--- src/rtl/fall_engine_if.sv ---
// rtl/fall_engine_if.sv - handshake and character-RAM write bundle of the falling-character engine
interface fall_engine_if;
  logic        tick;
  logic        spawn_valid;
  logic [7:0]  spawn_ascii;
  logic [6:0]  spawn_col;
  logic        spawn_ready;
  logic        key_valid;
  logic [7:0]  key_ascii;
  logic        key_ready;
  logic        wr_en;
  logic [11:0] wr_addr;
  logic [7:0]  wr_data;
  logic        hit;
  logic        typo;
  logic        miss;
  logic [3:0]  active;

  modport master (
    output tick, spawn_valid, spawn_ascii, spawn_col, key_valid, key_ascii,
    input  spawn_ready, key_ready, wr_en, wr_addr, wr_data, hit, typo, miss, active
  );

  modport slave (
    input  tick, spawn_valid, spawn_ascii, spawn_col, key_valid, key_ascii,
    output spawn_ready, key_ready, wr_en, wr_addr, wr_data, hit, typo, miss, active
  );
endinterface

--- src/rtl/fall_engine.sv ---
// rtl/fall_engine.sv - falling-character state machine that owns the text-mode character RAM write port
// Outputs are registered on the transition into the write state, so wr_en is high while in ERASE/DRAW/KILL/PLACE.
module fall_engine #(
  parameter int COLS  = 70,
  parameter int ROWS  = 30,
  parameter int SLOTS = 4
) (
  input  logic         i_clk,
  input  logic         i_reset,
  fall_engine_if.slave bus
);
  localparam int              KW         = (SLOTS > 1) ? $clog2(SLOTS) : 1;
  localparam logic [11:0]     COLS_W     = 12'(COLS);
  localparam logic [4:0]      LAST_ROW   = 5'(ROWS - 1);
  localparam logic [6:0]      LAST_COL   = 7'(COLS - 1);
  localparam logic [KW-1:0]   LAST_K     = KW'(SLOTS - 1);
  localparam logic [3:0]      MAX_ACTIVE = 4'(SLOTS);

  typedef enum logic [2:0] {IDLE, SCAN, ERASE, DRAW, KILL, PLACE} state_t;

  state_t           r_state, w_state;
  logic [KW-1:0]    r_k, w_k;
  logic             r_tick_pending, w_tick_pending;
  logic [SLOTS-1:0] r_valid, w_valid;
  logic [4:0]       r_row   [SLOTS];
  logic [4:0]       w_row   [SLOTS];
  logic [6:0]       r_col   [SLOTS];
  logic [6:0]       w_col   [SLOTS];
  logic [7:0]       r_ascii [SLOTS];
  logic [7:0]       w_ascii [SLOTS];

  logic             r_wr_en, w_wr_en;
  logic [11:0]      r_wr_addr, w_wr_addr;
  logic [7:0]       r_wr_data, w_wr_data;
  logic             r_hit, w_hit;
  logic             r_typo, w_typo;
  logic             r_miss, w_miss;
  logic [3:0]       r_active, w_active;

  logic             w_key_ready;
  logic             w_spawn_ready;
  logic             w_match_found;
  logic [KW-1:0]    w_match_idx;
  logic             w_free_found;
  logic [KW-1:0]    w_free_idx;
  logic [6:0]       w_spawn_col;
  logic             w_last_k;

  function automatic logic [11:0] cell_addr(input logic [4:0] row, input logic [6:0] col);
    return 12'(row) * COLS_W + 12'(col);
  endfunction

  assign w_key_ready   = (r_state == IDLE) && !bus.tick && !r_tick_pending;
  assign w_spawn_ready = w_key_ready && !bus.key_valid && (r_active < MAX_ACTIVE);
  assign w_spawn_col   = (bus.spawn_col > LAST_COL) ? LAST_COL : bus.spawn_col;
  assign w_last_k      = (r_k == LAST_K);

  assign bus.key_ready   = w_key_ready;
  assign bus.spawn_ready = w_spawn_ready;
  assign bus.wr_en       = r_wr_en;
  assign bus.wr_addr     = r_wr_addr;
  assign bus.wr_data     = r_wr_data;
  assign bus.hit         = r_hit;
  assign bus.typo        = r_typo;
  assign bus.miss        = r_miss;
  assign bus.active      = r_active;

  // Scanning downward leaves the lowest matching / free index as the winner.
  always_comb begin
    w_match_found = 1'b0;
    w_match_idx   = '0;
    w_free_found  = 1'b0;
    w_free_idx    = '0;
    for (int i = SLOTS - 1; i >= 0; i--) begin
      if (r_valid[i] && (r_ascii[i] == bus.key_ascii)) begin
        w_match_found = 1'b1;
        w_match_idx   = KW'(i);
      end
      if (!r_valid[i]) begin
        w_free_found = 1'b1;
        w_free_idx   = KW'(i);
      end
    end
  end

  always_comb begin
    w_state        = r_state;
    w_k            = r_k;
    w_tick_pending = r_tick_pending;
    w_valid        = r_valid;
    w_row          = r_row;
    w_col          = r_col;
    w_ascii        = r_ascii;
    w_wr_en        = 1'b0;
    w_wr_addr      = '0;
    w_wr_data      = '0;
    w_hit          = 1'b0;
    w_typo         = 1'b0;
    w_miss         = 1'b0;

    if (bus.tick && (r_state != IDLE)) begin
      w_tick_pending = 1'b1;
    end

    case (r_state)
      IDLE: begin
        if (bus.tick || r_tick_pending) begin
          w_tick_pending = 1'b0;
          w_k            = '0;
          w_state        = SCAN;
        end else if (bus.key_valid) begin
          if (w_match_found) begin
            w_valid[w_match_idx] = 1'b0;
            w_wr_en              = 1'b1;
            w_wr_addr            = cell_addr(r_row[w_match_idx], r_col[w_match_idx]);
            w_hit                = 1'b1;
            w_state              = KILL;
          end else begin
            w_typo = 1'b1;
          end
        end else if (bus.spawn_valid && w_spawn_ready && w_free_found) begin
          w_valid[w_free_idx] = 1'b1;
          w_row[w_free_idx]   = '0;
          w_col[w_free_idx]   = w_spawn_col;
          w_ascii[w_free_idx] = bus.spawn_ascii;
          w_wr_en             = 1'b1;
          w_wr_addr           = 12'(w_spawn_col);
          w_wr_data           = bus.spawn_ascii;
          w_state             = PLACE;
        end
      end

      SCAN: begin
        if (r_valid[r_k]) begin
          w_wr_en   = 1'b1;
          w_wr_addr = cell_addr(r_row[r_k], r_col[r_k]);
          w_state   = ERASE;
          if (r_row[r_k] == LAST_ROW) begin
            w_valid[r_k] = 1'b0;
            w_miss       = 1'b1;
          end else begin
            w_row[r_k] = r_row[r_k] + 5'd1;
          end
        end else if (w_last_k) begin
          w_state = IDLE;
        end else begin
          w_k = r_k + KW'(1);
        end
      end

      // A slot still valid here was moved down and needs its redraw.
      ERASE: begin
        if (r_valid[r_k]) begin
          w_wr_en   = 1'b1;
          w_wr_addr = cell_addr(r_row[r_k], r_col[r_k]);
          w_wr_data = r_ascii[r_k];
          w_state   = DRAW;
        end else if (w_last_k) begin
          w_state = IDLE;
        end else begin
          w_k     = r_k + KW'(1);
          w_state = SCAN;
        end
      end

      DRAW: begin
        if (w_last_k) begin
          w_state = IDLE;
        end else begin
          w_k     = r_k + KW'(1);
          w_state = SCAN;
        end
      end

      KILL, PLACE: w_state = IDLE;

      default: w_state = IDLE;
    endcase
  end

  always_comb begin
    w_active = '0;
    for (int i = 0; i < SLOTS; i++) begin
      w_active = w_active + 4'(w_valid[i]);
    end
  end

  always_ff @(posedge i_clk or posedge i_reset) begin
    if (i_reset) begin
      r_state        <= IDLE;
      r_k            <= '0;
      r_tick_pending <= 1'b0;
      r_valid        <= '0;
      for (int i = 0; i < SLOTS; i++) begin
        r_row[i]   <= '0;
        r_col[i]   <= '0;
        r_ascii[i] <= '0;
      end
      r_wr_en   <= 1'b0;
      r_wr_addr <= '0;
      r_wr_data <= '0;
      r_hit     <= 1'b0;
      r_typo    <= 1'b0;
      r_miss    <= 1'b0;
      r_active  <= '0;
    end else begin
      r_state        <= w_state;
      r_k            <= w_k;
      r_tick_pending <= w_tick_pending;
      r_valid        <= w_valid;
      r_row          <= w_row;
      r_col          <= w_col;
      r_ascii        <= w_ascii;
      r_wr_en        <= w_wr_en;
      r_wr_addr      <= w_wr_addr;
      r_wr_data      <= w_wr_data;
      r_hit          <= w_hit;
      r_typo         <= w_typo;
      r_miss         <= w_miss;
      r_active       <= w_active;
    end
  end
endmodule

--- src/flat_wrapper.sv ---
// flat-port wrapper written by rule: the top's interface ports become plain ports
module fall_engine_flat 
#(
  parameter int COLS  = 70,
  parameter int ROWS  = 30,
  parameter int SLOTS = 4
)
  (i_clk, i_reset, bus_tick, bus_spawn_valid, bus_spawn_ascii, bus_spawn_col, bus_key_valid, bus_key_ascii, bus_spawn_ready, bus_key_ready, bus_wr_en, bus_wr_addr, bus_wr_data, bus_hit, bus_typo, bus_miss, bus_active);
  fall_engine_if bus_i ();
  input  logic i_clk;
  input  logic i_reset;
  input wire logic [$bits(bus_i.tick)-1:0] bus_tick;
  input wire logic [$bits(bus_i.spawn_valid)-1:0] bus_spawn_valid;
  input wire logic [$bits(bus_i.spawn_ascii)-1:0] bus_spawn_ascii;
  input wire logic [$bits(bus_i.spawn_col)-1:0] bus_spawn_col;
  input wire logic [$bits(bus_i.key_valid)-1:0] bus_key_valid;
  input wire logic [$bits(bus_i.key_ascii)-1:0] bus_key_ascii;
  output wire logic [$bits(bus_i.spawn_ready)-1:0] bus_spawn_ready;
  output wire logic [$bits(bus_i.key_ready)-1:0] bus_key_ready;
  output wire logic [$bits(bus_i.wr_en)-1:0] bus_wr_en;
  output wire logic [$bits(bus_i.wr_addr)-1:0] bus_wr_addr;
  output wire logic [$bits(bus_i.wr_data)-1:0] bus_wr_data;
  output wire logic [$bits(bus_i.hit)-1:0] bus_hit;
  output wire logic [$bits(bus_i.typo)-1:0] bus_typo;
  output wire logic [$bits(bus_i.miss)-1:0] bus_miss;
  output wire logic [$bits(bus_i.active)-1:0] bus_active;
  assign bus_i.tick = bus_tick;
  assign bus_i.spawn_valid = bus_spawn_valid;
  assign bus_i.spawn_ascii = bus_spawn_ascii;
  assign bus_i.spawn_col = bus_spawn_col;
  assign bus_i.key_valid = bus_key_valid;
  assign bus_i.key_ascii = bus_key_ascii;
  assign bus_spawn_ready = bus_i.spawn_ready;
  assign bus_key_ready = bus_i.key_ready;
  assign bus_wr_en = bus_i.wr_en;
  assign bus_wr_addr = bus_i.wr_addr;
  assign bus_wr_data = bus_i.wr_data;
  assign bus_hit = bus_i.hit;
  assign bus_typo = bus_i.typo;
  assign bus_miss = bus_i.miss;
  assign bus_active = bus_i.active;
  fall_engine #(.COLS(COLS), .ROWS(ROWS), .SLOTS(SLOTS)) u_core (.i_clk(i_clk), .i_reset(i_reset), .bus(bus_i));
endmodule
--- config.mk ---
export PLATFORM = sky130hd
export DESIGN_NAME = fall_engine_flat
export DESIGN_NICKNAME = d
export VERILOG_FILES = /design/src/rtl/fall_engine_if.sv /design/src/rtl/fall_engine.sv /design/src/flat_wrapper.sv
export SDC_FILE = /design/constraint.sdc
export NUM_CORES = 1
export LEC_CHECK = 0
export BUFFER_PORTS_ARGS = -buffer_cell sky130_fd_sc_hd__clkbuf_2
export CAP_MARGIN = 10
export CORE_MARGIN = 5
export CORE_UTILIZATION = 45
export CTS_BUF_LIST = sky130_fd_sc_hd__clkbuf_4 sky130_fd_sc_hd__clkbuf_8
export CTS_CLUSTER_SIZE = 8
export DETAILED_ROUTE_END_ITERATION = 6
export PLACE_DENSITY = 0.65
export SETUP_SLACK_MARGIN = 0.05
export SKIP_LAST_GASP = 1
export SLEW_MARGIN = 20
export SYNTH_ARGS = -nofsm -noshare
export SYNTH_HDL_FRONTEND = slang
export SYNTH_SLANG_ARGS = --single-unit
--- constraint.sdc ---
create_clock -name i_clk -period 4.7 [get_ports i_clk]
set_clock_uncertainty 0.15 [all_clocks]
set_input_delay 0.94 -clock i_clk [delete_from_list [all_inputs] [get_ports i_clk]]
set_output_delay 0.94 -clock i_clk [all_outputs]
set_load 0.005 [all_outputs]
==> results.sh <==
export IMPL_setup_viol=1
export IMPL_cts_root_buf="clkbuf_8"
export IMPL_cp_end_kind="register"
export IMPL_gp_congestion=0.9329
export IMPL_reg2reg_to="u_core.bus.wr_addr[10]$_DFF_PP0_"
export IMPL_die_h_um=137.4
export IMPL_arrival_ns=5.00
export IMPL_pin_count=58
export IMPL_synth_cell_types=66
export IMPL_synthArstFlopShare_pct=100.0
export IMPL_hold_path_startpoint="u_core.r_col[13]$_DFFE_PP0P_"
export IMPL_area_delta_synth_final_pct=23.53
export IMPL_first_pass_iters=5
export IMPL_required_ns=4.84
export IMPL_fin_crit_ns=4.859
export IMPL_syn_area_per_cell_sq_um=9.873
export IMPL_synth_fp_nets=818
export IMPL_r2r_start="u_core.r_ascii[3]$_DFFE_PP0P_"
export IMPL_core_sq_um=15890
export IMPL_multi_input_area_sq_um=4394
export IMPL_hold_buffers=0
export IMPL_powerDensity_nw_per_um2=483.8
export IMPL_instances_no_fill=1088
export IMPL_vdd_drop_max_v=0.0002345
export IMPL_placed_cell_area_sq_um=8307
export IMPL_netlist_area_sq_um=7306
export IMPL_reg2reg_depth=20
export IMPL_syn_instance_count=740
export IMPL_antenna_found_initial=0
export IMPL_fin_ws_ns=-0.1590
export IMPL_clkTransAtPathRegs_ns=0.07
export IMPL_clock_sinks=117
export IMPL_antenna_cells=0
export IMPL_synth_edf_count=0
export IMPL_die_area_sq_um=18880
export IMPL_grt_overflow=0
export IMPL_grt_max_degree=60
export IMPL_fmax_ghz=0.2058
export IMPL_drt_initial_drc_count=535
export IMPL_hpwl_mm=15.02
export IMPL_rows=46
export IMPL_drive_gt1_share_pct=29.82
export IMPL_holdPathEnd="u_core.r_col[13]$_DFFE_PP0P_"
export IMPL_yosys_most_used_dff="dfrtp_1"
export IMPL_slew_violations=0
export IMPL_grt_pass1_vias=6389
export IMPL_worstSkewPairLatency_ns=0.44
export IMPL_postRouteAntennaNets=0
export IMPL_wirelength_mm=20.24
export IMPL_cts_tree="yes"
export IMPL_path_class="in2reg"
export IMPL_status="complete, but fails checks"
export IMPL_grt_pass1_wl_mm=33.17
export IMPL_ctsHtreeMaxLevel=4
export IMPL_maxCapViolations=0
export IMPL_worstSetupStartpointType="primary input"
export IMPL_rsz0062_at_grt="yes"
export IMPL_hp_class="reg2reg"
export IMPL_route_detailed_drc=0
export IMPL_finalSetupTns_ns=-0.1590
export IMPL_initial_utilization_pct=45.99
export IMPL_io_buffers=56
export IMPL_synth_top_area_cell="dfrtp_1"
export IMPL_postLayoutCoreUtil_pct=56.81
export IMPL_violations="setup timing"
export IMPL_path_max_fanout=5
export IMPL_synth_seq_cells=117
export IMPL_synth_seq_area_share_pct=40.08
export IMPL_finalHoldViolations=0
export IMPL_finalCritPeriodShare_pct=103.4
export IMPL_synth_area_leaders="dfrtp_1, ha_1, nand2_1"
export IMPL_ff_latch_area_sq_um=2928
export IMPL_relSlewSlack_pct=39.60
export IMPL_grtUsageTotal_pct=22.71
export IMPL_cts_buffer_depth=2
export IMPL_fillers=1376
export IMPL_reg2reg_slack_ns=0.06
export IMPL_p_leak_nw=4.378
export IMPL_synth_top_area_share_pct=40.08
export IMPL_dp_cells=1048
export IMPL_fin_area_sq_um=9025
export IMPL_yosysMostFrequentCell="nand2_1"
export IMPL_vias=6165
export IMPL_synth_common_cells="nand2_1, dfrtp_1, ha_1, o21ai_0, xor2_1"
export IMPL_finalNetCount=937
export IMPL_tightest_slew_ns=0.9026
export IMPL_viasPerCell=5.666
export IMPL_cts_buffers=17
export IMPL_ys_warn_count=0
export IMPL_hold_depth=2
export IMPL_post_drt_wl_per_cell_um=18.61
export IMPL_dieWidth_um=137.4
export IMPL_power_mw=4.366
layout by cell type, fill, tap and decap left out, types with 12 or more instances in the layout:
cell / netlist / layout
nand2_1: 143 / 142
dfrtp_1: 117 / 117
buf_4: 2 / 70
clkbuf_2: 0 / 53
o21ai_0: 41 / 39
ha_1: 45 / 36
xor2_1: 39 / 35
nor2_1: 36 / 33
inv_1: 36 / 32
a21oi_1: 31 / 24
xnor2_1: 23 / 22
a22o_1: 22 / 22
mux4_2: 21 / 21
clkbuf_8: 0 / 19
nand3_1: 12 / 12
mux2_2: 12 / 12
metal layers:
metal | up-vias | global-route usage, % | share of wire (%)
met5 | - | 0 | 0
met4 | 0 | 8.038 | 1.8
met3 | 30 | 3.689 | 5.3
met2 | 198 | 37.23 | 50
met1 | 3102 | 30.56 | 43
li1 | 2835 | - | -
sequential cells by signal, indices dropped and copies added, names as in the netlist:
register               cells
u_core.bus.active          3
u_core.bus.hit             1
u_core.bus.miss            1
u_core.bus.typo            1
u_core.bus.wr_addr        12
u_core.bus.wr_data         8
u_core.bus.wr_en           1
u_core.r_ascii            32
u_core.r_col              28
u_core.r_k                 2
u_core.r_row              20
u_core.r_state             3
u_core.r_tick_pending      1
u_core.r_valid             4
area by class of cell:
class | count | share of cell area [%]
clock buffer | 23 | 3.161
clock inverter | 9 | 1.678
inverter | 37 | 1.567
multi-input combinational | 557 | 48.69
sequential | 117 | 32.44
tap | 216 | 2.995
timing repair buffer | 129 | 9.469
power by group:
part	internal, mW	leakage (nW)	total, mW	switching, mW
registers	1.23	1.58	1.44	0.213
logic	0.857	2.57	1.90	1.04
clock network	0.619	0.225	1.03	0.412
metrics by stage:
stage,worst slack [ns],hold WS (ns)
2_1_floorplan,-0.2320,0.3098
3_3_place_gp,-0.5280,0.3248
3_5_place_dp,-0.5990,0.3420
4_1_cts,-0.04394,0.3594
5_1_grt,-0.3208,0.3888
6_report,-0.1590,0.3605
worst max path at each step:
stage,slack (ns),to,start
3_5_place_dp,-0.60,u_core.bus.wr_addr[10]$_DFF_PP0_,bus_key_ascii[1]
3_3_place_gp,-0.53,u_core.bus.wr_addr[10]$_DFF_PP0_,bus_key_ascii[5]
2_1_floorplan,-0.23,u_core.bus.wr_addr[10]$_DFF_PP0_,bus_key_ascii[0]
6_report,-0.16,u_core.bus.wr_addr[10]$_DFF_PP0_,bus_key_ascii[7]
4_1_cts,-0.04,u_core.bus.wr_addr[10]$_DFF_PP0_,bus_key_ascii[5]
5_1_grt,-0.32,u_core.bus.wr_addr[10]$_DFF_PP0_,bus_key_ascii[7]
worst max-delay path: stages:
cell       delay, ns
buf_2           0.14
buf_4           0.15
xor2_2          0.16
nor4_4          0.41
nand3_4         0.18
buf_6           0.18
o22ai_2         0.15
a21oi_2         0.08
buf_6           0.13
ha_4            0.26
ha_4            0.12
inv_2           0.03
fa_1            0.48
xor2_1          0.16
ha_1            0.30
o21a_1          0.13
a21oi_2         0.06
or3_4           0.33
o2111a_1        0.13
a31oi_1         0.19
a2bb2oi_2       0.17
o221ai_2        0.10
kinds of logic (layout without fill, tap and decap cells):
group,Yosys count,count (layout),share of synthesized area (%)
adders and majority gates,51,51,9.214
buffers and inverters,66,198,3.596
xor gates and xnor gates,62,62,7.433
muxes,44,44,9.848
and+or+nand+nor,245,245,15.71
other,1,1,0.05133
DFF,117,117,40.08
AOI/OAI and AO/OA,154,154,14.08
timing repair:
item,CTS,global route
gates resized for setup,10,38
setup endpoints to repair,3,4
buffers inserted,4,4
pin swaps,10,15
endpoints found under the hold margin,0,0
gates cloned,0,0
No activity file was read; power rests on OpenSTA's default activity.
